**src/rtl/pf_lanectrl_pause_ctrl_if.sv**
```systemverilog
// ---------------------------------------------------------------------------
// pf_lanectrl_pause_ctrl_if
//
// Purpose : Groups the per-lane pause request and the conditioned pause
//           outputs exchanged between the lane-control/training logic and
//           the pause controller that feeds the IOD lanes.
//
// Signals (NUM_LANES lanes):
//   HS_IO_CLK_PAUSE       [NUM_LANES]  asynchronous level pause request
//   HS_IO_CLK_PAUSE_SYNC  [NUM_LANES]  conditioned pause to the IOD lanes
//   PAUSE_DONE            [NUM_LANES]  one-cycle pulse when a lane returns to IDLE
//   PAUSE_ANY             [1]          OR of HS_IO_CLK_PAUSE_SYNC
//
// Modports:
//   master : lane-control side (drives requests, observes results)
//   slave  : pause controller (samples requests, drives results)
// ---------------------------------------------------------------------------
interface pf_lanectrl_pause_ctrl_if #(
  parameter int NUM_LANES = 4
);

  logic [NUM_LANES-1:0] HS_IO_CLK_PAUSE;
  logic [NUM_LANES-1:0] HS_IO_CLK_PAUSE_SYNC;
  logic [NUM_LANES-1:0] PAUSE_DONE;
  logic                 PAUSE_ANY;

  modport master (
    output HS_IO_CLK_PAUSE,
    input  HS_IO_CLK_PAUSE_SYNC,
    input  PAUSE_DONE,
    input  PAUSE_ANY
  );

  modport slave (
    input  HS_IO_CLK_PAUSE,
    output HS_IO_CLK_PAUSE_SYNC,
    output PAUSE_DONE,
    output PAUSE_ANY
  );

endinterface : pf_lanectrl_pause_ctrl_if

```
**src/rtl/pf_lanectrl_pause_ctrl.sv**
```systemverilog
// ---------------------------------------------------------------------------
// pf_lanectrl_pause_ctrl
//
// Purpose : Multi-lane HS_IO_CLK pause controller. Each lane synchronises its
//           asynchronous pause request, then a small FSM guarantees a minimum
//           pause width and a minimum low gap between pauses. A request that
//           arrives during the gap is remembered and serviced right after it.
//
// Parameters:
//   NUM_LANES         independent pause lanes                 (1..8)
//   SYNC_STAGES       synchroniser flops per lane             (2..4)
//   MIN_PAUSE_CYCLES  minimum output pause width, CLK cycles  (1..16)
//   GAP_CYCLES        minimum low time after a pause          (0..16)
//
// Ports:
//   CLK     lane-control clock (rising edge, plus optional falling-edge retime)
//   RESETN  asynchronous active-low reset
//   bus     pf_lanectrl_pause_ctrl_if.slave
//             HS_IO_CLK_PAUSE       in   per-lane async request (level)
//             HS_IO_CLK_PAUSE_SYNC  out  conditioned pause per lane
//             PAUSE_DONE            out  one-cycle pulse on return to IDLE
//             PAUSE_ANY             out  OR of HS_IO_CLK_PAUSE_SYNC
//
// Build option:
//   PF_LANECTRL_PAUSE_FALL_EDGE_EN  when defined, every HS_IO_CLK_PAUSE_SYNC
//   bit is retimed through a falling-edge flop (half-cycle later) and
//   PAUSE_ANY is formed after that retime. PAUSE_DONE is never retimed.
// ---------------------------------------------------------------------------
module pf_lanectrl_pause_ctrl #(
  parameter int NUM_LANES        = 4,
  parameter int SYNC_STAGES      = 2,
  parameter int MIN_PAUSE_CYCLES = 4,
  parameter int GAP_CYCLES       = 2
) (
  input  logic                            CLK,
  input  logic                            RESETN,
  pf_lanectrl_pause_ctrl_if.slave         bus
);

  // -------------------------------------------------------------------------
  // Elaboration-time parameter guards
  // -------------------------------------------------------------------------
  if (NUM_LANES < 1 || NUM_LANES > 8) begin : g_bad_lanes
    $error("pf_lanectrl_pause_ctrl: NUM_LANES must be 1..8");
  end
  if (SYNC_STAGES < 2 || SYNC_STAGES > 4) begin : g_bad_sync
    $error("pf_lanectrl_pause_ctrl: SYNC_STAGES must be 2..4");
  end
  if (MIN_PAUSE_CYCLES < 1 || MIN_PAUSE_CYCLES > 16) begin : g_bad_min
    $error("pf_lanectrl_pause_ctrl: MIN_PAUSE_CYCLES must be 1..16");
  end
  if (GAP_CYCLES < 0 || GAP_CYCLES > 16) begin : g_bad_gap
    $error("pf_lanectrl_pause_ctrl: GAP_CYCLES must be 0..16");
  end

  // -------------------------------------------------------------------------
  // Per-lane FSM encoding and counter reload values
  // -------------------------------------------------------------------------
  typedef enum logic [1:0] {
    ST_IDLE   = 2'd0,
    ST_ASSERT = 2'd1,
    ST_HOLD   = 2'd2,
    ST_GAP    = 2'd3
  } state_e;

  // The counter counts down to zero inclusive, so an N-cycle phase loads N-1.
  localparam logic [3:0] PAUSE_LOAD = 4'(MIN_PAUSE_CYCLES - 1);
  localparam bit         GAP_EN     = (GAP_CYCLES != 0);
  localparam logic [3:0] GAP_LOAD   = GAP_EN ? 4'(GAP_CYCLES - 1) : 4'd0;

  logic [NUM_LANES-1:0] pause_vec;  // rising-edge output register, per lane
  logic [NUM_LANES-1:0] done_vec;   // registered PAUSE_DONE, per lane
  logic [NUM_LANES-1:0] sync_out;   // value presented on HS_IO_CLK_PAUSE_SYNC

  // -------------------------------------------------------------------------
  // Lanes: synchroniser + FSM, fully independent of each other
  // -------------------------------------------------------------------------
  for (genvar i = 0; i < NUM_LANES; i++) begin : g_lane

    logic [SYNC_STAGES-1:0] sync_q;
    logic                   s;
    state_e                 state_q;
    logic [3:0]             cnt_q;
    logic                   pending_q;
    logic                   pause_q;
    logic                   done_q;

    assign s = sync_q[SYNC_STAGES-1];

    // NOTE: every register here is assigned with <= so all lanes and the
    // synchroniser chain see the values from before the edge; blocking '='
    // would let the chain collapse into a single stage in simulation.
    always_ff @(posedge CLK or negedge RESETN) begin
      if (!RESETN) begin
        sync_q    <= '0;
        state_q   <= ST_IDLE;
        cnt_q     <= 4'd0;
        pending_q <= 1'b0;
        pause_q   <= 1'b0;
        done_q    <= 1'b0;
      end else begin
        sync_q <= {sync_q[SYNC_STAGES-2:0], bus.HS_IO_CLK_PAUSE[i]};
        done_q <= 1'b0;

        unique case (state_q)
          ST_IDLE: begin
            if (s || pending_q) begin
              state_q   <= ST_ASSERT;
              cnt_q     <= PAUSE_LOAD;
              pending_q <= 1'b0;
              pause_q   <= 1'b1;
            end
          end

          ST_ASSERT: begin
            // Requests arriving here are absorbed by the pause in progress.
            if (cnt_q != 4'd0) begin
              cnt_q <= cnt_q - 4'd1;
            end else if (s) begin
              state_q <= ST_HOLD;
            end else if (GAP_EN) begin
              state_q <= ST_GAP;
              cnt_q   <= GAP_LOAD;
              pause_q <= 1'b0;
            end else begin
              state_q <= ST_IDLE;
              pause_q <= 1'b0;
              done_q  <= 1'b1;
            end
          end

          ST_HOLD: begin
            if (!s) begin
              pause_q <= 1'b0;
              if (GAP_EN) begin
                state_q <= ST_GAP;
                cnt_q   <= GAP_LOAD;
              end else begin
                state_q <= ST_IDLE;
                done_q  <= 1'b1;
              end
            end
          end

          ST_GAP: begin
            // Output stays low; a request seen now is replayed from IDLE.
            if (s) begin
              pending_q <= 1'b1;
            end
            if (cnt_q == 4'd0) begin
              state_q <= ST_IDLE;
              done_q  <= 1'b1;
            end else begin
              cnt_q <= cnt_q - 4'd1;
            end
          end

          default: begin
            state_q <= ST_IDLE;
            pause_q <= 1'b0;
          end
        endcase
      end
    end

    assign pause_vec[i] = pause_q;
    assign done_vec[i]  = done_q;

  end : g_lane

  // -------------------------------------------------------------------------
  // Output stage
  // -------------------------------------------------------------------------
`ifdef PF_LANECTRL_PAUSE_FALL_EDGE_EN
  logic [NUM_LANES-1:0] pause_fe_q;

  // Half-cycle retime so the IOD lanes see the pause change away from the
  // rising edge that clocks the lane-control logic.
  always_ff @(negedge CLK or negedge RESETN) begin
    if (!RESETN) begin
      pause_fe_q <= '0;
    end else begin
      pause_fe_q <= pause_vec;
    end
  end

  assign sync_out = pause_fe_q;
`else
  assign sync_out = pause_vec;
`endif

  assign bus.HS_IO_CLK_PAUSE_SYNC = sync_out;
  assign bus.PAUSE_DONE           = done_vec;
  assign bus.PAUSE_ANY            = |sync_out;

endmodule : pf_lanectrl_pause_ctrl

```
**src/flat_wrapper.sv**
```systemverilog
// flat-port wrapper written by rule: the top's interface ports become plain ports
module pf_lanectrl_pause_ctrl_flat 
#(
  parameter int NUM_LANES        = 4,
  parameter int SYNC_STAGES      = 2,
  parameter int MIN_PAUSE_CYCLES = 4,
  parameter int GAP_CYCLES       = 2
)
  (CLK, RESETN, bus_HS_IO_CLK_PAUSE, bus_HS_IO_CLK_PAUSE_SYNC, bus_PAUSE_DONE, bus_PAUSE_ANY);
  pf_lanectrl_pause_ctrl_if #(.NUM_LANES(NUM_LANES)) bus_i ();
  input  logic CLK;
  input  logic RESETN;
  input wire logic [$bits(bus_i.HS_IO_CLK_PAUSE)-1:0] bus_HS_IO_CLK_PAUSE;
  output wire logic [$bits(bus_i.HS_IO_CLK_PAUSE_SYNC)-1:0] bus_HS_IO_CLK_PAUSE_SYNC;
  output wire logic [$bits(bus_i.PAUSE_DONE)-1:0] bus_PAUSE_DONE;
  output wire logic [$bits(bus_i.PAUSE_ANY)-1:0] bus_PAUSE_ANY;
  assign bus_i.HS_IO_CLK_PAUSE = bus_HS_IO_CLK_PAUSE;
  assign bus_HS_IO_CLK_PAUSE_SYNC = bus_i.HS_IO_CLK_PAUSE_SYNC;
  assign bus_PAUSE_DONE = bus_i.PAUSE_DONE;
  assign bus_PAUSE_ANY = bus_i.PAUSE_ANY;
  pf_lanectrl_pause_ctrl #(.NUM_LANES(NUM_LANES), .SYNC_STAGES(SYNC_STAGES), .MIN_PAUSE_CYCLES(MIN_PAUSE_CYCLES), .GAP_CYCLES(GAP_CYCLES)) u_core (.CLK(CLK), .RESETN(RESETN), .bus(bus_i));
endmodule
```
**config.mk**
```make
export PLATFORM = sky130hd
export DESIGN_NAME = pf_lanectrl_pause_ctrl_flat
export DESIGN_NICKNAME = d
export VERILOG_FILES = /design/src/rtl/pf_lanectrl_pause_ctrl_if.sv /design/src/rtl/pf_lanectrl_pause_ctrl.sv /design/src/flat_wrapper.sv
export SDC_FILE = /design/constraint.sdc
export NUM_CORES = 1
export LEC_CHECK = 0
export CAP_MARGIN = 30
export CORE_AREA = 3 3 92 68
export DETAILED_ROUTE_END_ITERATION = 10
export DIE_AREA = 0 0 95 71
export HOLD_SLACK_MARGIN = 0.02
export PLACE_DENSITY = 0.74
export REMOVE_ABC_BUFFERS = 1
export SYNTH_ARGS = -nofsm -noshare
export SYNTH_HDL_FRONTEND = slang
export SYNTH_SLANG_ARGS = --single-unit
```
**constraint.sdc**
```tcl
create_clock -name CLK -period 2 [get_ports CLK]
set_input_delay 0.2 -clock CLK [delete_from_list [all_inputs] [get_ports CLK]]
set_output_delay 0.2 -clock CLK [all_outputs]
set_load 0.005 [all_outputs]
```
==> results of run 1 <==
-- stage by stage --
step	power, mW	util	instances	hold slack (ns)	setup slack (ns)
finish	5.33	0.548	379	0.329	0.0610
global placement	4.55	0.526	370	0.281	0.163
detailed placement	4.60	0.526	370	0.278	0.122
global route	5.83	0.548	379	0.314	0.000447
CTS	5.32	0.547	379	0.321	0.0246
floorplan	3.70	-	268	-0.0956	0.127
-- routing by layer --
metal  share of wire  up-vias  global-route usage
li1                -     1070                   -
met1            0.52      996               0.260
met2            0.42       64               0.245
met3           0.049        9              0.0383
met4           0.015        0              0.0576
met5               0        -                   0
-- cell usage after synthesis, types with 2 or more instances --
| cell type | number | area [sq um] |
|---|---|---|
| a31oi_1 | 10 | 62.6 |
| nor4b_1 | 2 | 17.5 |
| o21ai_0 | 14 | 70.1 |
| nor3b_1 | 5 | 37.5 |
| nand2_1 | 16 | 60.1 |
| o2bb2ai_1 | 2 | 17.5 |
| o221ai_1 | 2 | 17.5 |
| a221oi_1 | 3 | 26.3 |
| o211ai_1 | 3 | 22.5 |
| nand2b_1 | 4 | 25.0 |
| a21oi_1 | 20 | 100 |
| o22ai_1 | 2 | 12.5 |
| ha_1 | 26 | 325 |
| nor3_1 | 8 | 40.0 |
| buf_4 | 8 | 60.1 |
| o21bai_1 | 3 | 22.5 |
| a22o_1 | 4 | 35.0 |
| a22oi_1 | 3 | 22.5 |
| inv_1 | 22 | 82.6 |
| or2_2 | 3 | 18.8 |
| or3b_2 | 2 | 17.5 |
| dfrtp_1 | 44 | 1100 |
| nor2b_1 | 3 | 18.8 |
| nor4_1 | 2 | 12.5 |
| and2_1 | 4 | 25.0 |
| nand3_1 | 4 | 20.0 |
| o31ai_1 | 8 | 60.1 |
| o22a_1 | 4 | 35.0 |
| clkbuf_1 | 4 | 15.0 |
| nor2_1 | 23 | 86.3 |
| a222oi_1 | 2 | 20.0 |
-- power breakdown --
group          total (mW)  internal, mW  switching, mW
Clock               0.689         0.371          0.317
Sequential           1.59          1.23          0.360
Combinational        3.05          1.45           1.60
-- worst max-delay path by stage --
stage | cells past startpoint | slack [ns] | end
floorplan | 6 | 0.13 | u_core.g_lane[0].state_q[0]
global placement | 5 | 0.16 | u_core.g_lane[3].state_q[1]
detailed placement | 6 | 0.12 | u_core.g_lane[0].state_q[0]
CTS | 2 | 0.02 | bus_PAUSE_ANY
global route | 6 | 0.0004 | u_core.g_lane[0].state_q[0]
finish | 2 | 0.06 | bus_PAUSE_ANY
-- final cells by class --
class,count,share of cell area
Clock buffer,6,0.0238
Clock inverter,2,0.0115
Inverter,22,0.0271
Multi-Input combinational cell,202,0.465
Sequential cell,44,0.362
Tap cell,75,0.0308
Timing Repair Buffer,28,0.0797
-- logic make-up after synthesis --
kind of cell | count (synthesis) | synth area share
flops | 44 | 0.412
compound gates | 92 | 0.238
mux | 1 | 0.00422
simple gates | 83 | 0.164
fa+ha+maj | 26 | 0.122
buf+inv | 34 | 0.0590
-- registers in the layout, indices dropped and copies added, names as in the netlist --
| signal | flops |
|---|---|
| u_core.g_lane.cnt_q | 16 |
| u_core.g_lane.done_q | 4 |
| u_core.g_lane.pause_q | 4 |
| u_core.g_lane.pending_q | 4 |
| u_core.g_lane.state_q | 8 |
| u_core.g_lane.sync_q | 8 |
-- worst register-to-register path, stage by stage, from the launching register on --
cell,delay (ns)
dfrtp_1,0.40
inv_1,0.14
ha_1,0.19
or3b_4,0.41
a222oi_1,0.33
a31oi_1,0.14
o22a_1,0.19
-- repair_timing --
item,4_1_cts,5_1_grt
hold endpoints to repair,27,0
gates resized for setup,0,1
endpoints found under the setup margin,0,1
hold buffers,1,0
==> results.md, run 1 <==
- Status: completed
- Post-route cell area: 3050 sq um
- Clock Pin Slew Worst Setup and Hold Paths: 0.08 ns
- Most used DFF post-synth: dfrtp_1
- Vias in the first global route: 1877
- Commonest non-fill, non-tap cell in the layout: dfrtp_1
- Router iterations before antenna repair: 4
- Post-Syn Area per Cell: 9.54 sq um
- Max-cap violation count: 0
- Layout Skew: 0.00706 ns
- # DRC: 0
- Hold worst-path end: u_core.g_lane[3].sync_q[0]
- Drt initial violations: 129
- Crit path buf inv count: 1
- Final wirelength: 5.34 mm
- Max H-tree Level: 2
- Cells along the critical path: or4_1 > clkdlybuf4s50_1
- Worst Hold Path Cells: 1
- Clock Latency Late Sink: 0.30 ns
- Most frequent cells in the layout: dfrtp_1 (44), ha_1 (26), nor2_1 (23)
- RD Place Congestion: 0.898
- Layout cells sized above 1: 0.112
- DP Area: 2920 sq um
- Post-synth EDFFs: 0
- Hold Vio Cnt, Final: 0
- RR Startpoint: u_core.g_lane[0].cnt_q[0]
- Post-synthesis async set-or-reset flop share: 1.00
- Hold crit path type: primary input to flip-flop
- Core ar.: 5550 sq um
- Mapped cell area: 2670 sq um
- Num CTS Buffers: 5
- Initial antenna violation count: 0
- Synth Register Bits: 44
- Tmin final: 1.94 ns
- Clk root buf: clkbuf_8
- Vias per cell: 5.64
- Slew at the pin closest to its max-slew limit: 0.653 ns
- Setup TNS: 0 ns
- Yosys Warn Count: 0
- LEAKAGE: 1.36 nW
- FP Rows: 23
- Achievable frequency: 516 MHz
- Largest net degree at the start of global routing: 30
- Dpl hpwl: 3.81 mm
- Overflow after GRT: 0
- PwrDens: 1750 nW/um^2
- Worst Setup SP: u_core.g_lane[2].pause_q
- Worst reg-to-reg path cell count: 6
- Setup bufs post-CTS: 0
- Reg2Reg Setup Slack: 0.09 ns
- Max incr delay on CP: 0.55 ns
- Die Wd: 95 um
- Full die area: 6750 sq um
- Crit share post-route: 0.970
- Req. time, crit path: 1.80 ns
- Critical path peak fanout: 4
- Buffers on Ports: 14
- CTS tree: built
- Worst slew margin: 0.564
- Initial Util: 0.481
- Multi-input gate area: 1420 sq um
- Synth Instances: 280
- HP Start: bus_HS_IO_CLK_PAUSE[3]
- FF/Latch Area: 1100 sq um
- # diodes: 0
- First-pass GRT wire length: 9.10 mm
- # IOs: 15
- Nets: 335
- VDD IR max: 0.724 mV
- Final setup vio count: 0
- Clock sink total: 44
- Final count of pins violating max slew: 0
- Setup CP Type: flip-flop to primary output
- Fillers: 487
- Worst flop-to-flop path endpoint: u_core.g_lane[0].state_q[0]
- Area Overhead vs Synth: 14.0%
- WL/cell: 14.1 um
- CP endpoint kind: primary output
- Crit path launch type: flip-flop
- Library cells used by synthesis: 51
- Die height: 71 um
- Sequential area share after synthesis: 0.412
- DR vias: 2139
- Crit path DAT: 1.74 ns
- Slowest cell on crit path: or4_1
- Number of routed nets with antenna violations: 0
- Clk buf depth: 2
- Unrepaired setup endpoints after global routing: false
- GR Util All Layers: 0.173
- Kind of cell adding the most delay to the critical path: simple AND/OR/NAND/NOR gates
Power figures use the tool's default switching activity.
==> run 2, diff against run 1 <==
- SLEW_MARGIN: default -> 20
==> results of run 2 <==
Same layout as run 1: the final DEF is identical, and so are final timing and power.
==> run 3, diff against run 2 <==
- ABC_CLOCK_PERIOD_IN_PS: default -> 2000
==> results of run 3 <==
Same layout as run 1: the final DEF is identical, and so are final timing and power.
